### config.mk
export PLATFORM = sky130hd
export DESIGN_NAME = nv_nvdla_sdp_wdma_gpack
export DESIGN_NICKNAME = d
export VERILOG_FILES = /design/src/rtl/nv_nvdla_sdp_wdma_gpack.sv
export SDC_FILE = /design/constraint.sdc
export NUM_CORES = 2
export LEC_CHECK = 0
export ABC_CLOCK_PERIOD_IN_PS = 9910
export CORE_MARGIN = 5
export CORE_UTILIZATION = 36
export CTS_CLUSTER_SIZE = 16
export DETAILED_ROUTE_END_ITERATION = 8
export PLACE_DENSITY = 0.69
export SLEW_MARGIN = 10
export SYNTH_ARGS = -nofsm -noshare
export SYNTH_HDL_FRONTEND = slang
export SYNTH_SLANG_ARGS = --single-unit
### constraint.sdc
create_clock -name nvdla_core_clk -period 9.91 [get_ports nvdla_core_clk]
set_clock_uncertainty 0.1 [all_clocks]
set_input_delay 1.4865 -clock nvdla_core_clk [delete_from_list [all_inputs] [get_ports nvdla_core_clk]]
set_output_delay 1.4865 -clock nvdla_core_clk [all_outputs]
set_load 0.005 [all_outputs]
### src/rtl/nv_nvdla_sdp_wdma_gpack.sv
// Gathers IW-bit (or half/quarter precision) beats into one OW-bit word.
// A word closes after N beats or early on inp_last; unfilled segments read as zero.
module nv_nvdla_sdp_wdma_gpack #(
  parameter int IW    = 256,
  parameter int RATIO = 2,
  parameter int OW    = IW * RATIO
) (
  input  logic          nvdla_core_clk,
  input  logic          nvdla_core_rstn,
  input  logic [1:0]    cfg_mode,
  input  logic          inp_pvld,
  output logic          inp_prdy,
  input  logic [IW-1:0] inp_data,
  input  logic          inp_last,
  output logic          out_pvld,
  input  logic          out_prdy,
  output logic [OW-1:0] out_data,
  output logic [5:0]    out_beats,
  output logic          out_last,
  output logic          busy
);

  localparam int SW = $clog2(OW) + 1;

  logic [4:0]    r_cnt;
  logic [1:0]    r_mode;
  logic [OW-1:0] r_acc;
  logic          r_out_pvld;
  logic [OW-1:0] r_out_data;
  logic [5:0]    r_out_beats;
  logic          r_out_last;

  logic [1:0]    w_mode;
  logic [5:0]    w_nm1;
  logic [SW-1:0] w_bsz;
  logic [SW-1:0] w_shift;
  logic [IW-1:0] w_mask;
  logic [OW-1:0] w_merge;
  logic          w_closing;
  logic          w_accept;

  // Beat 0 uses the live cfg_mode (it is the value being captured); later beats use the latched one.
  assign w_mode    = (r_cnt != 5'd0) ? r_mode : ((cfg_mode == 2'd3) ? 2'd0 : cfg_mode);
  assign w_nm1     = (6'(RATIO) << w_mode) - 6'd1;
  assign w_bsz     = SW'(IW) >> w_mode;
  assign w_shift   = SW'(r_cnt) * w_bsz;
  assign w_mask    = ~({IW{1'b1}} << w_bsz);
  assign w_merge   = r_acc | (OW'(inp_data & w_mask) << w_shift);
  assign w_closing = ({1'b0, r_cnt} == w_nm1) | inp_last;
  assign inp_prdy  = !w_closing | !r_out_pvld | out_prdy;
  assign w_accept  = inp_pvld & inp_prdy;

  // Accumulation stage: count, latched mode and partial word.
  always_ff @(posedge nvdla_core_clk or negedge nvdla_core_rstn) begin
    if (!nvdla_core_rstn) begin
      r_cnt  <= 5'd0;
      r_mode <= 2'd0;
      r_acc  <= '0;
    end else if (w_accept) begin
      if (r_cnt == 5'd0) r_mode <= w_mode;
      if (w_closing) begin
        r_cnt <= 5'd0;
        r_acc <= '0;
      end else begin
        r_cnt <= r_cnt + 5'd1;
        r_acc <= w_merge;
      end
    end
  end

  // Output register stage: a closing accept reloads even while the old word drains (no bubble).
  always_ff @(posedge nvdla_core_clk or negedge nvdla_core_rstn) begin
    if (!nvdla_core_rstn) begin
      r_out_pvld  <= 1'b0;
      r_out_data  <= '0;
      r_out_beats <= 6'd0;
      r_out_last  <= 1'b0;
    end else if (w_accept && w_closing) begin
      r_out_pvld  <= 1'b1;
      r_out_data  <= w_merge;
      r_out_beats <= 6'(r_cnt) + 6'd1;
      r_out_last  <= inp_last;
    end else if (out_prdy) begin
      r_out_pvld  <= 1'b0;
    end
  end

  assign out_pvld  = r_out_pvld;
  assign out_data  = r_out_data;
  assign out_beats = r_out_beats;
  assign out_last  = r_out_last;
  assign busy      = (r_cnt != 5'd0) | r_out_pvld;

endmodule
## Word level (Yosys, flattened, before mapping)

Index checks and enable logic that the tools add are counted.

- Register bits: 1039

- Bitwise logic cells: 8
- Multipliers: 1
- Mux-type cells: 6
- Reduce and logical (&&, ||, !) cells: 7
- Add/subtract/negate cells: 3
- Eq/ne operators: 2
- Shifts and indexed selects: 4

Operators by type and width:

| cell | number |
|---|---|
| $mux W512 | 1 |
| $or A512 B512 Y512 | 1 |
| $shl A256 B10 Y512 | 1 |
| $and A256 B256 Y256 | 1 |
| $not A256 Y256 | 1 |
| $shl A256 B10 Y256 const A | 1 |
| $mul A5 B10 Y10 | 1 |
| $shr A9 B2 Y10 const A | 1 |
| $add A5 B1 Y6 const B | 1 |
| $eq A5 B6 Y1 | 1 |
| $shl A2 B2 Y6 const A | 1 |
| $sub A6 B1 Y6 const B | 1 |
| $add A5 B1 Y5 const B | 1 |
| $logic_not A5 Y1 | 1 |
| $mux W5 | 1 |
| $reduce_bool A5 Y1 | 1 |
| $mux W2 | 2 |
| $or A1 B1 Y1 | 4 |
| $eq A2 B2 Y1 const B | 1 |
| $logic_not A1 Y1 | 2 |
| $mux W1 | 2 |
| $reduce_and A2 Y1 | 1 |
| $reduce_bool A2 Y1 | 1 |
| $and A1 B1 Y1 | 1 |
| $logic_and A1 B1 Y1 | 1 |

## Depth between registers and ports, before layout

- Word-level depth: 13
- Gate-level depth with buffers: 26

## Worst setup path before layout

Ideal clock, no wire load.

- Kind: in2reg
- Start: in cfg_mode[0]
- End: reg r_out_data[281] (netlist: out_data[281])
- Path buffers: 6
- Setup slack: 4.218 ns
- Data arrival time: 5.474 ns
- Stages on the path: 17
- Library setup time: 0.119 ns
- Path through: xnor2_1 -> mux2_2 -> clkbuf_1 -> clkbuf_1 -> buf_1 -> nand2_1 -> fa_1 -> fa_1 -> and3b_1 -> clkbuf_1 -> and3_1 -> clkbuf_1 -> clkbuf_1 -> a32o_1 -> a2111oi_0 -> o21ai_0 -> o21a_1

- Word-level cells in the longest chain between the ends: 12

RTL lines:

| element | RTL line | text |
|---|---|---|
| start, declared | 10 | `input logic [1:0] cfg_mode,` |
| $eq A2 B2 Y1 | 43 | `assign w_mode = (r_cnt != 5'd0) ? r_mode : ((cfg_mode == 2'd3) ? 2'd0 : cfg_mode);` |
| $mux W2 * (2 in series) | 43 |  |
| branches (longest 9 deep; another with $mul A5 B10 Y10) | n/a |  |
| end signal, assigned | 80 | `r_out_data <= w_merge;` |
| end, declared | 29 | `logic [OW-1:0] r_out_data;` |

Every way passes the cells marked *.
A chain may end at the register's enable or synchronous reset.

## Final worst setup path

- Start: reg r_cnt[1]
- End: reg r_out_data[399] (netlist: out_data[399])

- Word-level cells in the longest chain between the ends: 11

RTL lines:

| element | RTL line | text |
|---|---|---|
| start, declared | 25 | `logic [4:0] r_cnt;` |
| start signal, assigned | 65 | `r_cnt <= r_cnt + 5'd1;` |
| branches (longest 11 deep; another with $mul A5 B10 Y10) | n/a |  |

Several ways; the timed one is not identified.

==> metrics.md <==
| Metric | Value |
|---|---|
| Final ANT Viol Nets | 0 |
| Port bufs | 784 |
| CTS tree | done |
| Die width | 385.3 um |
| TritonCTS Buffers | 114 |
| Via count | 51,661 |
| Final hold viol count | 0 |
| Commonest non-fill, non-tap cells in the layout | 1,039 x dfrtp_1, 783 x clkdlybuf4s50_1, 708 x nor2_1 |
| Post-synthesis register bit count | 1,039 |
| Fin Setup TNS | 0 ps |
| Global-route wire length before repair | 383.4 mm |
| Slowest stage delay, CP | 1230 ps |
| Fraction of layout cells with a size suffix above 1 | 0.06718 |
| Count of cell types in the netlist | 74 |
| Nets | 6,405 |
| Initial antenna violation count | 83 |
| Drt via density | 6.345 |
| Design area | 64,300 um^2 |
| Commonest non-fill, non-tap cell in the layout | dfrtp_1 |
| Clk sinks | 1,039 |
| CP max stage cell | fa_4 |
| Mapped cell area | 50,710 um^2 |
| Largest family of logic cells by synthesized area | compound AO/OA/AOI/OAI gates |
| FFs w/ async S/R, synth | 1.000 |
| Total congestion overflow | 0 |
| Routed WL per cell | 34.26 um |
| Number of H-tree levels | 3 |
| DRT Wirelength | 278.9 mm |
| Die area | 148,500 um^2 |
| Syn Area/Cell | 9.028 um^2 |
| Max Cap Violations | 0 |
| Largest net degree at the start of global routing | 203 |
| Crit Path Class | flip-flop to flip-flop |
| Worst endpoint required time | 10,400 ps |
| Peak Freq | 0.1395 GHz |
| Crit Path Max Fanout | 62 |
| Synthesized instance count | 5,617 |
| Top Ports | 785 |
| Final Critical Period | 7169 ps |
| Global placement routability congestion | 0.9862 |
| CP Capture Type | flip-flop |
| Crit path DAT | 7660 ps |
| Leakage power total | 27.03 nW |
| Actual slew at the worst max-slew pin | 1419 ps |
| Final Cycle Share | 0.7235 |
| DR iter-0 viols | 7,795 |
| Post_cts resized | 0 |
| Area Growth Syn to Fin | 26.81% |
| Post-synth EDFFs | 0 |
| Simple-Gate Fraction of Synth Area | 0.1625 |
| Synthesized Nets | 5,894 |
| Fin. max-slew vios | 0 |
| Seq/Total Area, Yosys | 0.5127 |
| Clock-pin transition on the worst setup and hold timing paths | 60 ps |
| Final WS setup | 2741 ps |
| Main synth FF type | dfrtp_1 |
| Synth Area in XOR/XNOR | 0.002073 |
| Syn. warnings | 0 |
| Drt pass-1 iters | 7 |
| Post-synthesis mux area share | 0.02603 |
| Outcome | finished clean |
| Post-DP HPWL | 197.3 mm |
| Slew headroom | 0.04693 |
| Peak supply drop | 0.0005640 V |
| Std cell rows | 137 |
| Starting Density | 0.3630 |
| Unrepaired setup endpoints after global routing | no |
| Max clock buf depth | 3 |
| Place WS | 2172 ps |
| Cts hold-fix bufs | 0 |
| Compound-Gate Fraction of Synth Area | 0.2503 |
| Core ar. | 139,700 um^2 |
| Total routing usage reported by global routing | 0.3613 |
| DRC viols | 0 |
| Final setup viols | 0 |
| Clk_lat worst skew | 780 ps |
| Nature of the critical path startpoint | flip-flop |
| Vias in the first global route | 48,282 |
| Hold Crit Class | flip-flop to flip-flop |
| Die Y | 385.3 um |
| PD cells | 429.2 nW/um^2 |
| Total Power | 27.60 mW |
| Synth Area in Adders | 0.003898 |
| Worst hold slack | 374.1 ps |
| Buffers inserted during post-CTS setup optimization | 0 |
| Root Driver | clkbuf_16 |
| Critical path, cell by cell | inv_1 > ha_1 > nor4b_4 > buf_4 > o21ai_0 > inv_1 > nor2_1 > ha_1 > inv_1 > fa_1 > fa_4 > buf_4 > or3b_2 > a21oi_2 > buf_4 > a32oi_1 > nand4b_1 > a21oi_1 > a21oi_1 |
| Area after DPL | 60,110 um^2 |
Yosys cell counts, types with 7 or more instances:
cell,n,area [um^2]
nand4b_1,9,78.83
a222oi_1,13,130.1
xnor2_1,8,70.07
nand2b_1,17,106.4
clkbuf_1,369,1385
o22ai_1,104,650.6
a22o_1,206,1804
buf_2,93,465.5
a221o_1,7,70.07
a21o_1,17,127.6
ha_1,11,137.6
nor2b_1,38,237.7
or2_2,14,87.58
a2bb2oi_1,9,78.83
nor3_1,71,355.3
o2bb2ai_1,65,569.3
o31ai_1,8,60.06
a21oi_1,538,2693
a221oi_1,27,236.5
and2_1,33,206.5
nor2_1,715,2684
mux2_2,39,439.2
o21ai_0,570,2853
o221ai_1,44,385.4
mux2i_1,88,880.8
nand2_1,663,2489
nand3b_1,9,67.56
buf_1,40,150.1
a21boi_0,36,270.3
nand3_1,207,1036
nand4_1,46,287.8
a32oi_1,92,805.8
inv_1,30,112.6
o21a_1,39,292.8
or3_1,9,56.30
and3_1,45,281.5
a2111oi_0,15,131.4
dfrtp_1,1039,26000
o211ai_1,36,270.3
a32o_1,43,430.4
a22oi_1,27,202.7
a31oi_1,51,319.1
sequential cells by signal, indices dropped and copies added, names as in the netlist:
name and flops:
out_pvld 1, out_data 512, r_mode 2, out_last 1, r_cnt 5, r_acc 512
out_beats 6
cells by family after synthesis:
kind of cell	count (synthesis)
compound gates	1981
xor+xnor	12
fa+ha+maj	14
buf+inv	539
flops	1039
mux	127
simple gates	1905
critical path, delay by kind of cell (launching register included):
family | cells | cell delay, ps
fa+ha+maj | 4 | 2170
flops | 1 | 460
buf+inv | 6 | 2200
compound gates | 5 | 800
simple gates | 4 | 1180
routing by layer:
layer  global-route usage  share of wire  wire length [um]
met3               0.1638           0.15             40860
met1               0.4316           0.35             97920
met5                    0         0.0013               369
met2               0.5328           0.42            118000
met4               0.2193          0.078             21830
where the power goes:
| group | total (mW) | internal (mW) | switching [mW] | leakage, nW |
|---|---|---|---|---|
| clock | 4.69 | 2.74 | 1.95 | 2.00 |
| combinational | 15.5 | 5.10 | 10.4 | 12.1 |
| sequential | 7.43 | 6.16 | 1.27 | 13.0 |
path summary, 6_finish.rpt:
path | start | to | slack (ps) | cells after the start
setup reg to reg | r_cnt[1] | out_data[399] | 2740 | 19
hold / removal | r_acc[315] | r_acc[315] | 370 | 2
setup / recovery | r_cnt[1] | out_data[399] | 2740 | 19
min in group asynchronous | nvdla_core_rstn | out_data[169] | 700 | 1
max in group asynchronous | nvdla_core_rstn | out_data[203] | 6670 | 3
hold reg to reg | r_acc[315] | r_acc[315] | 370 | 2
metrics by stage:
| step | cells | utilization |
|---|---|---|
| finish | 8142 | 0.4603 |
| global route | 8114 | 0.4598 |
| CTS | 8098 | 0.4595 |
| detailed placement | 7888 | 0.4303 |
| global placement | 7888 | 0.4303 |
| floorplan | 5617 | - |
cell type report:
| type | instances | area [um^2] |
|---|---|---|
| diodes | 44 | 110.1 |
| well taps | 1876 | 2347 |
| clock buffers | 153 | 3219 |
| clock inverters | 57 | 862.1 |
| fillers | 13338 | 75400 |
| flip-flops and latches | 1039 | 26000 |
| repair buffers | 901 | 8869 |
| multi-input cells | 4039 | 22770 |
| inverters | 33 | 123.9 |
(Power assumes the default switching activity.)
